`src/rtl/mem_if_pkg.sv`:
```
// Shared constants and FSM encoding for the cache memory-side initiator.
package mem_if_pkg;

    localparam int LINE_W = 128;
    localparam int ADDR_W = 28;

    typedef enum logic [2:0] {
        IDLE = 3'd0,
        WB   = 3'd1,
        GAP  = 3'd2,
        RD   = 3'd3,
        RESP = 3'd4
    } state_t;

endpackage

```
`src/rtl/mem_txn_timer.sv`:
```
// Wait-cycle counter for one memory request: cleared on request entry,
// counts stalled cycles, and flags expiry once it reaches TIMEOUT.
module mem_txn_timer #(
    parameter int TIMEOUT = 1023,
    parameter int CNT_W   = 10
) (
    input  logic clk,
    input  logic rst_n,
    input  logic clr,
    input  logic en,
    output logic expired
);

    logic [CNT_W-1:0] count;

    assign expired = (count == CNT_W'(TIMEOUT));

    // Saturates at TIMEOUT so a late clear can never see a wrapped value.
    always_ff @(posedge clk or negedge rst_n) begin
        if (!rst_n) begin
            count <= '0;
        end else if (clr) begin
            count <= '0;
        end else if (en && !expired) begin
            count <= count + 1'b1;
        end
    end

endmodule

```
`src/rtl/cache_mem_initiator.sv`:
```
// Memory-side initiator for the I/D caches: optional dirty writeback, then a
// line refill over the slow_memory level/pulse handshake, with a wait timeout.
module cache_mem_initiator
    import mem_if_pkg::*;
#(
    parameter int TIMEOUT = 1023,
    parameter int CNT_W   = 10
) (
    input  logic              clk,
    input  logic              rst_n,
    input  logic              cmd_valid,
    output logic              cmd_ready,
    input  logic              cmd_dirty,
    input  logic [ADDR_W-1:0] cmd_rd_addr,
    input  logic [ADDR_W-1:0] cmd_wb_addr,
    input  logic [LINE_W-1:0] cmd_wb_data,
    output logic              rsp_valid,
    output logic [LINE_W-1:0] rsp_data,
    output logic              rsp_err,
    output logic              mem_read,
    output logic              mem_write,
    output logic [ADDR_W-1:0] mem_addr,
    output logic [LINE_W-1:0] mem_wdata,
    input  logic [LINE_W-1:0] mem_rdata,
    input  logic              mem_ready,
    output logic [2:0]        fsm_state
);

    // Handshakes: a command transfers on a clock edge where cmd_valid && cmd_ready.
    // Memory requests are levels held until the edge that samples mem_ready,
    // and rsp_valid is a single-cycle pulse the cycle after RESP.

    state_t              state;
    logic [ADDR_W-1:0]   rd_addr_q;
    logic                err_q;
    logic                accept;
    logic                timer_clr;
    logic                timer_en;
    logic                timer_expired;

    assign fsm_state = state;
    assign accept    = cmd_valid && cmd_ready;
    assign timer_clr = (state == IDLE && accept) || (state == GAP);
    assign timer_en  = (state == WB || state == RD) && !mem_ready;

    mem_txn_timer #(
        .TIMEOUT (TIMEOUT),
        .CNT_W   (CNT_W)
    ) u_timer (
        .clk     (clk),
        .rst_n   (rst_n),
        .clr     (timer_clr),
        .en      (timer_en),
        .expired (timer_expired)
    );

    always_ff @(posedge clk or negedge rst_n) begin
        if (!rst_n) begin
            state     <= IDLE;
            cmd_ready <= 1'b0;
            rsp_valid <= 1'b0;
            rsp_err   <= 1'b0;
            rsp_data  <= '0;
            mem_read  <= 1'b0;
            mem_write <= 1'b0;
            mem_addr  <= '0;
            mem_wdata <= '0;
            rd_addr_q <= '0;
            err_q     <= 1'b0;
        end else begin
            case (state)
                IDLE: begin
                    rsp_valid <= 1'b0;
                    rsp_err   <= 1'b0;
                    if (accept) begin
                        cmd_ready <= 1'b0;
                        err_q     <= 1'b0;
                        rd_addr_q <= cmd_rd_addr;
                        if (cmd_dirty) begin
                            state     <= WB;
                            mem_write <= 1'b1;
                            mem_addr  <= cmd_wb_addr;
                            mem_wdata <= cmd_wb_data;
                        end else begin
                            state    <= RD;
                            mem_read <= 1'b1;
                            mem_addr <= cmd_rd_addr;
                        end
                    end else begin
                        cmd_ready <= 1'b1;
                    end
                end
                WB: begin
                    // mem_ready is checked first so a completion on the expiry cycle wins.
                    if (mem_ready) begin
                        mem_write <= 1'b0;
                        state     <= GAP;
                    end else if (timer_expired) begin
                        mem_write <= 1'b0;
                        err_q     <= 1'b1;
                        rsp_data  <= '0;
                        state     <= RESP;
                    end
                end
                GAP: begin
                    mem_read <= 1'b1;
                    mem_addr <= rd_addr_q;
                    state    <= RD;
                end
                RD: begin
                    if (mem_ready) begin
                        mem_read <= 1'b0;
                        rsp_data <= mem_rdata;
                        state    <= RESP;
                    end else if (timer_expired) begin
                        mem_read <= 1'b0;
                        err_q    <= 1'b1;
                        rsp_data <= '0;
                        state    <= RESP;
                    end
                end
                RESP: begin
                    rsp_valid <= 1'b1;
                    rsp_err   <= err_q;
                    cmd_ready <= 1'b1;
                    state     <= IDLE;
                end
                default: begin
                    state     <= IDLE;
                    mem_read  <= 1'b0;
                    mem_write <= 1'b0;
                end
            endcase
        end
    end

endmodule

```
`config.mk`:
```
export PLATFORM = sky130hd
export DESIGN_NAME = cache_mem_initiator
export DESIGN_NICKNAME = d
export VERILOG_FILES = /design/src/rtl/mem_if_pkg.sv /design/src/rtl/mem_txn_timer.sv /design/src/rtl/cache_mem_initiator.sv
export SDC_FILE = /design/constraint.sdc
export NUM_CORES = 1
export LEC_CHECK = 0
export CORE_AREA = 2 2 238 240
export CTS_CLUSTER_DIAMETER = 200
export DETAILED_ROUTE_END_ITERATION = 8
export DIE_AREA = 0 0 240 242
export DONT_BUFFER_PORTS = 1
export HOLD_SLACK_MARGIN = 0.12
export PLACE_DENSITY_LB_ADDON = 0.05
export SYNTH_ARGS = -nofsm -noshare
export SYNTH_HDL_FRONTEND = slang
export SYNTH_SLANG_ARGS = --single-unit
export TNS_END_PERCENT = 50
```
`constraint.sdc`:
```
create_clock -name clk -period 1.99 [get_ports clk]
set_clock_uncertainty 0.2 [all_clocks]
set_input_delay 0.2985 -clock clk [delete_from_list [all_inputs] [get_ports clk]]
set_output_delay 0.2985 -clock clk [all_outputs]
set_load 0.005 [all_outputs]
```
==> results.py <==
metrics = {
    "logic_synthesis": {
        "synth.top_cell.area_share": 0.6431,
        "dominant_combinational_cell_family_by_area_after_synthesis": "multiplexers",
        "synthesis.area_um2": 12880,
        "synth-warning-count": 0,
        "synth-seq-area-share": 0.6431,
        "synth_ff_type": "sky130_fd_sc_hd__dfrtp_1",
        "synth_nets": 1188,
        "synth_area_leaders": "sky130_fd_sc_hd__dfrtp_1 64%, sky130_fd_sc_hd__mux2_2 16%, sky130_fd_sc_hd__a22o_1 8.7%",
        "post_synth_xor_area_fraction": 0.001360,
        "synth_compound_area_frac": 0.1111,
        "synth-edff-count": 0,
        "async_set_or_reset_register_ratio_after_synthesis": 1.000,
        "synth_adder_area_share": 0.0009714,
        "synthesis.instances": 870,
        "yosys.area_share.simple": 0.03070,
        "postSynthAreaPerCell_um2": 14.80,
        "postSynthRegisterBits": 331,
        "synth_area_leader_cell": "sky130_fd_sc_hd__dfrtp_1",
        "synth.lib_cells_used.distinct": 50,
        "synthMuxAreaShare": 0.1843,
    },
    "clock_network": {
        "h-tree-depth": 2,
        "clk_latency_ns": 0.55,
        "cts_tree": "built",
        "clock_path_buffers": 3,
        "cts.clk_slew.worst_paths_ns": 0.05,
        "tritoncts_num_sinks": 331,
        "cts_buffers": 41,
        "cts_root_buffer": "sky130_fd_sc_hd__clkbuf_16",
    },
    "timing": {
        "final_hold_violation_count": 331,
        "final-max-slew-violation-count": 0,
        "fin_worst_hold_slack_ns": -0.7459,
        "report.final.setup_viol": 210,
        "timing.final.crit_share": 1.043,
        "worstMarginPinSlew_ns": 0.5534,
        "maximum_operating_frequency_mhz": 482.0,
        "post-route-min-period_ns": 2.075,
        "slew-limit-headroom": 0.6311,
        "final_critical_path_setup_slack_ns": -0.08458,
        "rsz_0062_raised_after_global_routing": "true",
    },
    "die": {
        "dieWidth_um": 240,
        "die_height_um": 242,
        "die_area_um2": 58080,
        "core_region_area_um2": 55730,
        "placement_rows": 87,
        "floorplan.io_pins": 609,
        "initial_core_util": 0.2311,
    },
    "power_and_ir_drop": {
        "p_leak_uw": 0.008304,
        "clock_power_share": 0.286,
        "share_comb_of_total_power": 0.245,
        "netSwitchingPower_uw": 8562,
        "power_density_nw_per_um2": 1450,
        "power.total_uw": 27750,
        "power_frac_seq": 0.469,
        "vdd_ir_drop_max_v": 0.0006502,
        "cellInternalPower_uw": 19190,
        "sw_ratio": 0.3085,
    },
    "routing": {
        "final_antenna_violating_net_count": 0,
        "routed_via_density": 4.417,
        "detailedRoute.firstIterationViolations": 279,
        "detail_route.wirelength_mm": 43.06,
        "post_drt_wl_per_cell_um": 21.29,
        "dr_total_vias": 8936,
        "drcViolationCount": 0,
        "detail_route.first_pass.iterations": 4,
    },
    "finish": {
        "ratio_of_cells_with_drive_above_1_in_the_final_layout": 0.2625,
        "finalNetCount": 1557,
        "stdcell_count": 2023,
        "area.growth.synth_to_final_pct": 48.61,
        "design_area_um2": 19140,
    },
    "setup_path": {
        "reg2reg_to": "mem_wdata[11]$_DFFE_PN0P_",
        "timing.critical_path.slowest_cell_delay_ns": 0.63,
        "critPathCaptureType": "flip-flop",
        "timing.critical_path.slowest_stage_cell": "sky130_fd_sc_hd__dlygate4sd3_1",
        "critPathArrivalTime_ns": 2.30,
        "critical_path.startpoint": "mem_ready",
        "criticalPathCategory": "in -> reg",
        "number_of_cells_traversed_by_the_worst_register_to_register_path": 6,
        "worstReg2RegStart": "fsm_state[2]$_DFFE_PN0N_",
        "path_common_cell": "sky130_fd_sc_hd__buf_12",
        "timing.critical_path.cells": "dlygate4sd3_1 -> or3b_1 -> nor4_2 -> buf_4 -> nor2_4 -> buf_12 -> buf_12 -> a22o_1",
        "required_ns": 2.22,
        "path_max_fanout": 41,
        "crit_path_end": "rsp_data[117]$_DFFE_PN0P_",
        "reg2reg_setup_slack_ns": -0.08,
        "worstSetupStartpointType": "primary input",
    },
    "global_route": {
        "global_route.overflow_total": 0,
        "grt.total_usage": 0.1395,
        "use_met3": 0.04467,
        "grt_first_pass_wirelength_mm": 61.80,
        "grt_antenna_before_repair": 4,
        "largest_net_degree_at_the_start_of_global_routing": 332,
        "grt_use_met2": 0.2517,
        "grtUsageMet1": 0.1480,
        "via_count_of_the_first_global_routing_pass": 9917,
        "grt.busiest_layer": "met2",
    },
    "placement": {
        "dp_cells": 1620,
        "portBuffers": 0,
        "placement.setup.worst_slack_ns": -0.2499,
        "dp_hpwl_mm": 29.30,
        "routability_driven_placement_congestion_ratio": 0.8105,
        "place_area_um2": 14090,
    },
    "flow_run": {
        "maxCapViolCount": 0,
    },
    "hold_path": {
        "hold_path.class": "in -> async",
    },
    "status": {
        "outcome": "finished, violations left",
        "failed_checks": "hold timing, setup timing",
    },
}
[power by group through the flow]
stage | combinational (µW) | clock, µW | sequential [µW]
floorplan | 4520 | 0 | 11700
global placement | 5560 | 0 | 13300
detailed placement | 5880 | 0 | 13100
CTS | 6470 | 8220 | 13100
global route | 7510 | 8490 | 13400
finish | 6800 | 7940 | 13000
[through the flow]
step	utilization	hold WS (ns)	setup TNS [ns]
4_1_cts	0.3369	-0.7997	-17.68
3_5_place_dp	0.2529	-0.1906	-31.62
6_report	0.3434	-0.7459	-8.404
2_1_floorplan	-	-0.1971	0
5_1_grt	0.3434	-0.7846	-24.95
3_3_place_gp	0.2529	-0.1862	-31.58
[final cells by class]
cell class	count	area, µm²
Inverter	5	18.77
Multi-Input combinational cell	475	4413
Sequential cell	331	8283
Clock buffer	55	1181
Timing Repair Buffer	385	4040
Clock inverter	14	254.0
Antenna cell	2	5.005
Fill cell	5468	36590
Tap cell	756	945.9
[cells in the final DEF, fill, tap and decap left out, types with 4 or more instances in the layout]
cell type                       count
sky130_fd_sc_hd__dfrtp_1          331
sky130_fd_sc_hd__dlygate4sd3_1    315
sky130_fd_sc_hd__mux2_2           148
sky130_fd_sc_hd__a22o_1           128
sky130_fd_sc_hd__clkbuf_16         47
sky130_fd_sc_hd__buf_4             42
sky130_fd_sc_hd__nand2_1           39
sky130_fd_sc_hd__mux2_4            37
sky130_fd_sc_hd__o21ai_0           35
sky130_fd_sc_hd__mux2i_1           29
sky130_fd_sc_hd__buf_12            17
sky130_fd_sc_hd__bufinv_16          7
sky130_fd_sc_hd__nor3_1             6
sky130_fd_sc_hd__clkbuf_8           6
sky130_fd_sc_hd__clkbuf_1           6
sky130_fd_sc_hd__nand3_1            4
sky130_fd_sc_hd__inv_1              4
sky130_fd_sc_hd__nor2_1             4
sky130_fd_sc_hd__clkinv_2           4
[state kept, by name (all words and copies together), names as in the netlist]
signal / count
rsp_data: 128
rd_addr_q: 28
mem_wdata: 128
mem_read: 1
err_q: 1
mem_addr: 28
rsp_err: 1
rsp_valid: 1
mem_write: 1
cmd_ready: 1
fsm_state: 3
u_timer.count: 10
[critical path, delay by kind of cell]
family                 cells  cell delay [ns]
buffers and inverters      4             1.11
and+or+nand+nor            3             0.65
AOI/OAI and AO/OA          1             0.20
[logic make-up (layout without fill, tap and decap cells)]
| group | count (synthesis) | after routing |
|---|---|---|
| AND/OR/NAND/NOR | 77 | 78 |
| flip-flops | 331 | 331 |
| multiplexers | 214 | 214 |
| buffers and inverters | 65 | 459 |
| XOR/XNOR | 2 | 2 |
| adder cells (fa/ha/maj) | 1 | 1 |
| other | 0 | 2 |
| AO/OA/AOI/OAI | 180 | 180 |
[Yosys cell counts, drive strengths merged (5+ instances only)]
master	instances
a22o	128
inv	5
nand3	5
mux2i	29
buf	39
clkbuf	21
nor2	5
o21ai	35
nor3	6
dfrtp	331
nand2	39
mux2	185
[how the worst min path moves through the flow]
| stage | to | cells after the start | slack, ns | start |
|---|---|---|---|---|
| floorplan | cmd_ready$_DFFE_PN0P_ | 0 | -0.20 | rst_n |
| global placement | rsp_data[52]$_DFFE_PN0P_ | 0 | -0.19 | rst_n |
| detailed placement | rsp_data[27]$_DFFE_PN0P_ | 0 | -0.19 | rst_n |
| CTS | u_timer.count[5]$_DFFE_PN0P_ | 0 | -0.80 | rst_n |
| global route | u_timer.count[5]$_DFFE_PN0P_ | 0 | -0.78 | rst_n |
| finish | rsp_data[27]$_DFFE_PN0P_ | 0 | -0.75 | rst_n |
[metal layers]
layer  share of wire  vias up
met4           0.036        2
met5         0.00026        -
li1                -     3940
met1            0.37     4501
met3           0.078       86
met2            0.52      407
[timing repair]
| action | 4_1_cts | 5_1_grt |
|---|---|---|
| pin swaps | 3 | 2 |
| setup endpoints to repair | 264 | 307 |
| hold endpoints to repair | 658 | 332 |
| cloned | 1 | 7 |
| hold buffers | 315 | 1 |
| buffers inserted | 5 | 3 |
| gates resized for setup | 6 | 45 |
(Power assumes the default switching activity.)
